<file path="src/rtl/ttt_pkg.sv">
// Shared tic-tac-toe definitions: cell codes, the eight winning lines, the
// fallback preference order, the computer-move FSM encoding and a helper that
// extracts one 2-bit cell from an 18-bit board vector.
package ttt_pkg;

  localparam logic [1:0] EMPTY   = 2'b00;
  localparam logic [1:0] PLAYER  = 2'b01;
  localparam logic [1:0] COMP    = 2'b10;
  localparam logic [3:0] NO_MOVE = 4'hF;

  // Rows, then columns, then the two diagonals; the search order matters
  // because the lowest-numbered hit wins.
  localparam logic [3:0] LINE_TBL [8][3] = '{
    '{4'd0, 4'd1, 4'd2},
    '{4'd3, 4'd4, 4'd5},
    '{4'd6, 4'd7, 4'd8},
    '{4'd0, 4'd3, 4'd6},
    '{4'd1, 4'd4, 4'd7},
    '{4'd2, 4'd5, 4'd8},
    '{4'd0, 4'd4, 4'd8},
    '{4'd2, 4'd4, 4'd6}
  };

  // Centre, then corners, then edges.
  localparam logic [3:0] FALLBACK_ORDER [9] = '{
    4'd4, 4'd0, 4'd2, 4'd6, 4'd8, 4'd1, 4'd3, 4'd5, 4'd7
  };

  typedef enum logic [2:0] {
    IDLE     = 3'd0,
    WIN      = 3'd1,
    BLOCK    = 3'd2,
    FALLBACK = 3'd3,
    DONE     = 3'd4
  } state_e;

  // Cell idx lives in board[2*idx+1 : 2*idx].
  function automatic logic [1:0] cell_at(input logic [17:0] b, input logic [3:0] idx);
    logic [17:0] shifted;
    shifted = b >> {idx, 1'b0};
    return shifted[1:0];
  endfunction

endpackage

</file>
<file path="src/rtl/ttt_line_eval.sv">
// Evaluates one three-cell line: hit when exactly two cells hold the target
// mark and the third is empty; empty_idx then names that empty cell.
// Ports: cell_a/b/c  - the three 2-bit cell codes
//        idx_a/b/c   - board indices of those cells
//        target      - mark being completed (COMP for win, PLAYER for block)
//        hit         - line can be completed in one move
//        empty_idx   - index of the first empty cell, NO_MOVE if none
module ttt_line_eval
  import ttt_pkg::*;
(
  input  logic [1:0] cell_a,
  input  logic [1:0] cell_b,
  input  logic [1:0] cell_c,
  input  logic [3:0] idx_a,
  input  logic [3:0] idx_b,
  input  logic [3:0] idx_c,
  input  logic [1:0] target,
  output logic       hit,
  output logic [3:0] empty_idx
);

  logic [1:0] n_tgt_s;
  logic [1:0] n_empty_s;

  // Count target marks and empties; code 2'b11 matches neither.
  always_comb begin
    n_tgt_s   = {1'b0, cell_a == target} + {1'b0, cell_b == target} + {1'b0, cell_c == target};
    n_empty_s = {1'b0, cell_a == EMPTY} + {1'b0, cell_b == EMPTY} + {1'b0, cell_c == EMPTY};
    hit       = (n_tgt_s == 2'd2) && (n_empty_s == 2'd1);
    if (cell_a == EMPTY) begin
      empty_idx = idx_a;
    end else if (cell_b == EMPTY) begin
      empty_idx = idx_b;
    end else if (cell_c == EMPTY) begin
      empty_idx = idx_c;
    end else begin
      empty_idx = NO_MOVE;
    end
  end

endmodule

</file>
<file path="src/rtl/comp_move_gen.sv">
// Computer opponent for single-player mode. On req it snapshots the board and
// searches line by line for a winning move, then a blocking move, then takes
// the first empty cell in centre/corner/edge order.
// Ports: clk, reset (sync, active-low)
//        board[17:0]      - live board, cell i in board[2i+1:2i]
//        req              - player move committed, computer to move
//        gamemode_switch  - 1 = single-player; 0 aborts/idles the block
//        comp_inp[3:0]    - chosen cell or NO_MOVE, held until next result
//        comp_valid       - one-cycle pulse when comp_inp is new
//        busy             - search in progress
module comp_move_gen
  import ttt_pkg::*;
(
  input  logic        clk,
  input  logic        reset,
  input  logic [17:0] board,
  input  logic        req,
  input  logic        gamemode_switch,
  output logic [3:0]  comp_inp,
  output logic        comp_valid,
  output logic        busy
);

  state_e      state_r, state_s;
  logic [2:0]  line_r, line_s;
  logic [17:0] snap_r, snap_s;
  logic [3:0]  move_r, move_s;
  logic [3:0]  comp_inp_r, comp_inp_s;
  logic        comp_valid_r, comp_valid_s;
  logic        busy_r, busy_s;

  logic [1:0]  target_s;
  logic        hit_s;
  logic [3:0]  empty_idx_s;
  logic [3:0]  fb_move_s;

  assign target_s = (state_r == BLOCK) ? PLAYER : COMP;

  // Single evaluator, time-shared across lines by the line counter.
  ttt_line_eval u_line_eval (
    .cell_a    (cell_at(snap_r, LINE_TBL[line_r][0])),
    .cell_b    (cell_at(snap_r, LINE_TBL[line_r][1])),
    .cell_c    (cell_at(snap_r, LINE_TBL[line_r][2])),
    .idx_a     (LINE_TBL[line_r][0]),
    .idx_b     (LINE_TBL[line_r][1]),
    .idx_c     (LINE_TBL[line_r][2]),
    .target    (target_s),
    .hit       (hit_s),
    .empty_idx (empty_idx_s)
  );

  // Fallback priority encoder: scanned backwards so the most preferred
  // empty cell is the last one written.
  always_comb begin
    fb_move_s = NO_MOVE;
    for (int k = 8; k >= 0; k--) begin
      fb_move_s = (cell_at(snap_r, FALLBACK_ORDER[k]) == EMPTY) ? FALLBACK_ORDER[k] : fb_move_s;
    end
  end

  // Next-state and next-output logic.
  always_comb begin
    state_s      = state_r;
    line_s       = line_r;
    snap_s       = snap_r;
    move_s       = move_r;
    comp_inp_s   = comp_inp_r;
    comp_valid_s = 1'b0;
    busy_s       = busy_r;
    if (state_r == IDLE) begin
      busy_s = 1'b0;
      if (req && gamemode_switch) begin
        snap_s  = board;
        line_s  = 3'd0;
        busy_s  = 1'b1;
        state_s = WIN;
      end else begin
        state_s = IDLE;
      end
    end else if (!gamemode_switch) begin
      // Leaving single-player mode abandons the search silently.
      state_s = IDLE;
      line_s  = 3'd0;
      busy_s  = 1'b0;
    end else begin
      case (state_r)
        WIN, BLOCK: begin
          if (hit_s) begin
            move_s  = empty_idx_s;
            state_s = DONE;
          end else if (line_r == 3'd7) begin
            line_s  = 3'd0;
            state_s = (state_r == WIN) ? BLOCK : FALLBACK;
          end else begin
            line_s  = line_r + 3'd1;
          end
        end
        FALLBACK: begin
          move_s  = fb_move_s;
          state_s = DONE;
        end
        DONE: begin
          comp_inp_s   = move_r;
          comp_valid_s = 1'b1;
          busy_s       = 1'b0;
          state_s      = IDLE;
        end
        default: begin
          state_s = IDLE;
          line_s  = 3'd0;
          busy_s  = 1'b0;
        end
      endcase
    end
  end

  // State and output registers with synchronous active-low reset.
  always_ff @(posedge clk) begin
    if (!reset) begin
      state_r      <= IDLE;
      line_r       <= 3'd0;
      snap_r       <= 18'd0;
      move_r       <= NO_MOVE;
      comp_inp_r   <= NO_MOVE;
      comp_valid_r <= 1'b0;
      busy_r       <= 1'b0;
    end else begin
      state_r      <= state_s;
      line_r       <= line_s;
      snap_r       <= snap_s;
      move_r       <= move_s;
      comp_inp_r   <= comp_inp_s;
      comp_valid_r <= comp_valid_s;
      busy_r       <= busy_s;
    end
  end

  assign comp_inp   = comp_inp_r;
  assign comp_valid = comp_valid_r;
  assign busy       = busy_r;

endmodule

</file>
<file path="config.mk">
export PLATFORM = sky130hd
export DESIGN_NAME = comp_move_gen
export DESIGN_NICKNAME = d
export VERILOG_FILES = /design/src/rtl/ttt_pkg.sv /design/src/rtl/ttt_line_eval.sv /design/src/rtl/comp_move_gen.sv
export SDC_FILE = /design/constraint.sdc
export NUM_CORES = 1
export LEC_CHECK = 0
export CORE_ASPECT_RATIO = 1.25
export CORE_MARGIN = 5
export CORE_UTILIZATION = 56
export DETAILED_ROUTE_END_ITERATION = 7
export HOLD_SLACK_MARGIN = 0.05
export PLACE_DENSITY_LB_ADDON = 0.25
export SETUP_SLACK_MARGIN = 0.05
export SLEW_MARGIN = 0
export SYNTH_ARGS = -nofsm -noshare
export SYNTH_HDL_FRONTEND = slang
export SYNTH_SLANG_ARGS = --single-unit
</file>
<file path="constraint.sdc">
create_clock -name clk -period 4.5 [get_ports clk]
set_input_delay 1.35 -clock clk [delete_from_list [all_inputs] [get_ports clk]]
set_output_delay 1.35 -clock clk [all_outputs]
set_load 0.01 [all_outputs]
</file>
==> impl_metrics.env <==
export IMPL_outcome="finished, final reports clean"
export IMPL_synth_avg_cell_area_um2=8.14
export IMPL_async_flop_share_pct=0
export IMPL_drt_wl_total_um=6240
export IMPL_first_global_vias=2196
export IMPL_crit_buf_inv=2
export IMPL_cp_arrival_ps=4410
export IMPL_drc=0
export IMPL_place_congestion=1.02
export IMPL_startpoint_type="register"
export IMPL_grtUsageMet2_pct=43.3
export IMPL_final_cells=373
export IMPL_path_delay_family="compound AO/OA/AOI/OAI gates"
export IMPL_grt_use_met3_pct=5.28
export IMPL_core_area_um2=4070
export IMPL_cp_slowest_cell="fa_1"
export IMPL_synth_ff_type="dfxtp_1"
export IMPL_via_per_inst=6.13
export IMPL_wl_per_cell_um=16.7
export IMPL_drive_above_1_share_pct=11.0
export IMPL_finalMaxSlewViolations=0
export IMPL_utilization_pct=69.1
export IMPL_slew_headroom_pct=50.7
export IMPL_yosysMostFrequentCell="nand2_1"
export IMPL_numPortBuffers=27
export IMPL_ys_warnings_count=0
export IMPL_num_rows=26
export IMPL_synth_area_um2=2340
export IMPL_postCtsSetupBuffers=0
export IMPL_cts_max_path_buffers=2
export IMPL_worst_pin_slew_ps=738
export IMPL_nets=346
export IMPL_dpl_cell_count=365
export IMPL_setup_viol=0
export IMPL_via_count=2288
export IMPL_dp_hpwl_um=4730
export IMPL_hold_path_class="register to register"
export IMPL_period_needed_ps=4200
export IMPL_grt_first_pass_wirelength_um=10500
export IMPL_cts_tree="yes"
export IMPL_synth_seq_cells=34
export IMPL_rsz0062_at_grt="false"
export IMPL_crit_type="register to register"
export IMPL_max_clock_freq_mhz=238
export IMPL_cts_resized=0
export IMPL_fin_tns_setup_ps=0
export IMPL_cts_buffers=5
export IMPL_die_area_um2=5590
export IMPL_hold_violations=0
export IMPL_path_clk_slew_ps=80
export IMPL_path_cells="inv_1 -> ha_1 -> buf_4 -> mux4_2 -> a22oi_1 -> o21ai_0 -> nand2b_1 -> fa_1 -> nand4bb_1 -> o21ai_0 -> a22oi_1 -> o21bai_1 -> or4_1 -> a21boi_0"
export IMPL_initialDrtViolationCount=182
export IMPL_area_growth_pct=19.9
export IMPL_antenna_found_initial=0
export IMPL_ys_types=59
export IMPL_required_ps=4710
export IMPL_fin_crit_sh_pct=93.2
export IMPL_grtUsageMet1_pct=28.8
export IMPL_grt_busiest_layer="met2"
export IMPL_grt_use_total_pct=24.8
export IMPL_leakagePower_uw=0.000963
export IMPL_cap_violations=0
export IMPL_io_pins=28
export IMPL_die_x_um=67.9
export IMPL_powerDensity_nw_per_um2=273
export IMPL_max_stage_delay_ps=560
export IMPL_diodes=0
export IMPL_synth_edf_count=0
export IMPL_cts_hold_buf=0
export IMPL_dr_pass1_iters=4
export IMPL_synth_top_area_share_pct=29.0
export IMPL_ir_worst_vdd_mv=0.242
export IMPL_synth_nets=318
export IMPL_drtAntennaViolNets=0
export IMPL_synth_seq_area_share_pct=29.0
export IMPL_syn_instance_count=288
export IMPL_clk_latency_ps=290
export IMPL_synth_area_top_cells="dfxtp_1 29%, nand2_1 10%, a21boi_0 6.7%"
export IMPL_yosysTopAreaCell="dfxtp_1"
export IMPL_grt_overflow=0
export IMPL_initial_core_util_pct=57.7
export IMPL_die_h_um=82.3
export IMPL_cts_sinks=34
export IMPL_cts_root_buffer="clkbuf_8"
export IMPL_nFillCells=352
export IMPL_skew_ps=5.44
export IMPL_end_kind="register"
export IMPL_grt_max_degree=29
export IMPL_h_tree_depth=2
export IMPL_cp_max_fo=6
export IMPL_synth_top_cells_by_count="65 x nand2_1, 34 x dfxtp_1, 21 x a21boi_0, 15 x nor2_1, 14 x o21ai_0"
registers in the layout, indices dropped and copies added (netlist names):
register,cells
move_r,4
comp_inp,4
busy,1
snap_r,18
state_r,3
comp_valid,1
line_r,3
routing by layer:
| metal | vias to the layer above | share of wire (%) |
|---|---|---|
| li1 | 1092 | - |
| met1 | 1073 | 39 |
| met2 | 95 | 50 |
| met3 | 28 | 7.4 |
| met4 | 0 | 3.5 |
| met5 | - | 0 |
cell usage in the layout, fill, tap and decap left out, types with 6 or more instances in the layout:
cell type,count
clkdlybuf4s50_1,27
inv_1,7
nor2b_1,8
a21oi_1,6
mux2i_1,11
o21ai_0,14
a21boi_0,21
dfxtp_1,34
nand2b_1,6
nand2_1,65
ha_1,6
nor2_1,15
buf_4,10
metrics by stage:
stage	instance area [µm²]	hold WS [ps]	power, µW	worst slack, ps
after floorplan	2340	446	388	450
after global placement	2670	455	426	459
after detailed placement	2670	464	429	352
after CTS	2810	477	765	350
after global routing	2810	502	796	76.1
final	2810	476	767	305
worst register-to-register path, stage by stage (launching register included):
cell	delay (ps)
dfxtp_1	410
inv_1	120
ha_1	310
buf_4	170
mux4_2	510
a22oi_1	190
o21ai_0	200
nand2b_1	310
fa_1	560
nand4bb_1	150
o21ai_0	150
a22oi_1	210
o21bai_1	160
or4_1	490
a21boi_0	170
report_power, final:
| group | switching (µW) | internal (µW) |
|---|---|---|
| sequential | 14.3 | 309 |
| clock | 121 | 222 |
| combinational | 48.3 | 51.8 |
final timing paths:
| kind | start | end | slack (ps) | cells past startpoint |
|---|---|---|---|---|
| setup / recovery | line_r[0] | line_r[0] | 300 | 14 |
| hold / removal | busy | busy | 480 | 2 |
| setup reg to reg | line_r[0] | line_r[0] | 300 | 14 |
| hold reg to reg | busy | busy | 480 | 2 |
cell type report:
cell class / instances / area, µm² / area share [%]
clock buffers: 5 / 68.8 / 2.45
clock inverters: 3 / 68.8 / 2.45
inverters: 7 / 26.3 / 0.935
multi-input cells: 231 / 1550 / 55.2
flip-flops and latches: 34 / 681 / 24.2
well taps: 56 / 70.1 / 2.49
repair buffers: 37 / 345 / 12.3
kinds of logic after synthesis:
group	Yosys count	share of synthesized area [%]
buffers and inverters	23	4.80
flip-flops	34	29.0
AND/OR/NAND/NOR	125	25.2
AO/OA/AOI/OAI	77	23.8
multiplexers	21	12.2
adder cells (fa/ha/maj)	8	4.91
Power figures use the tool's default switching activity.
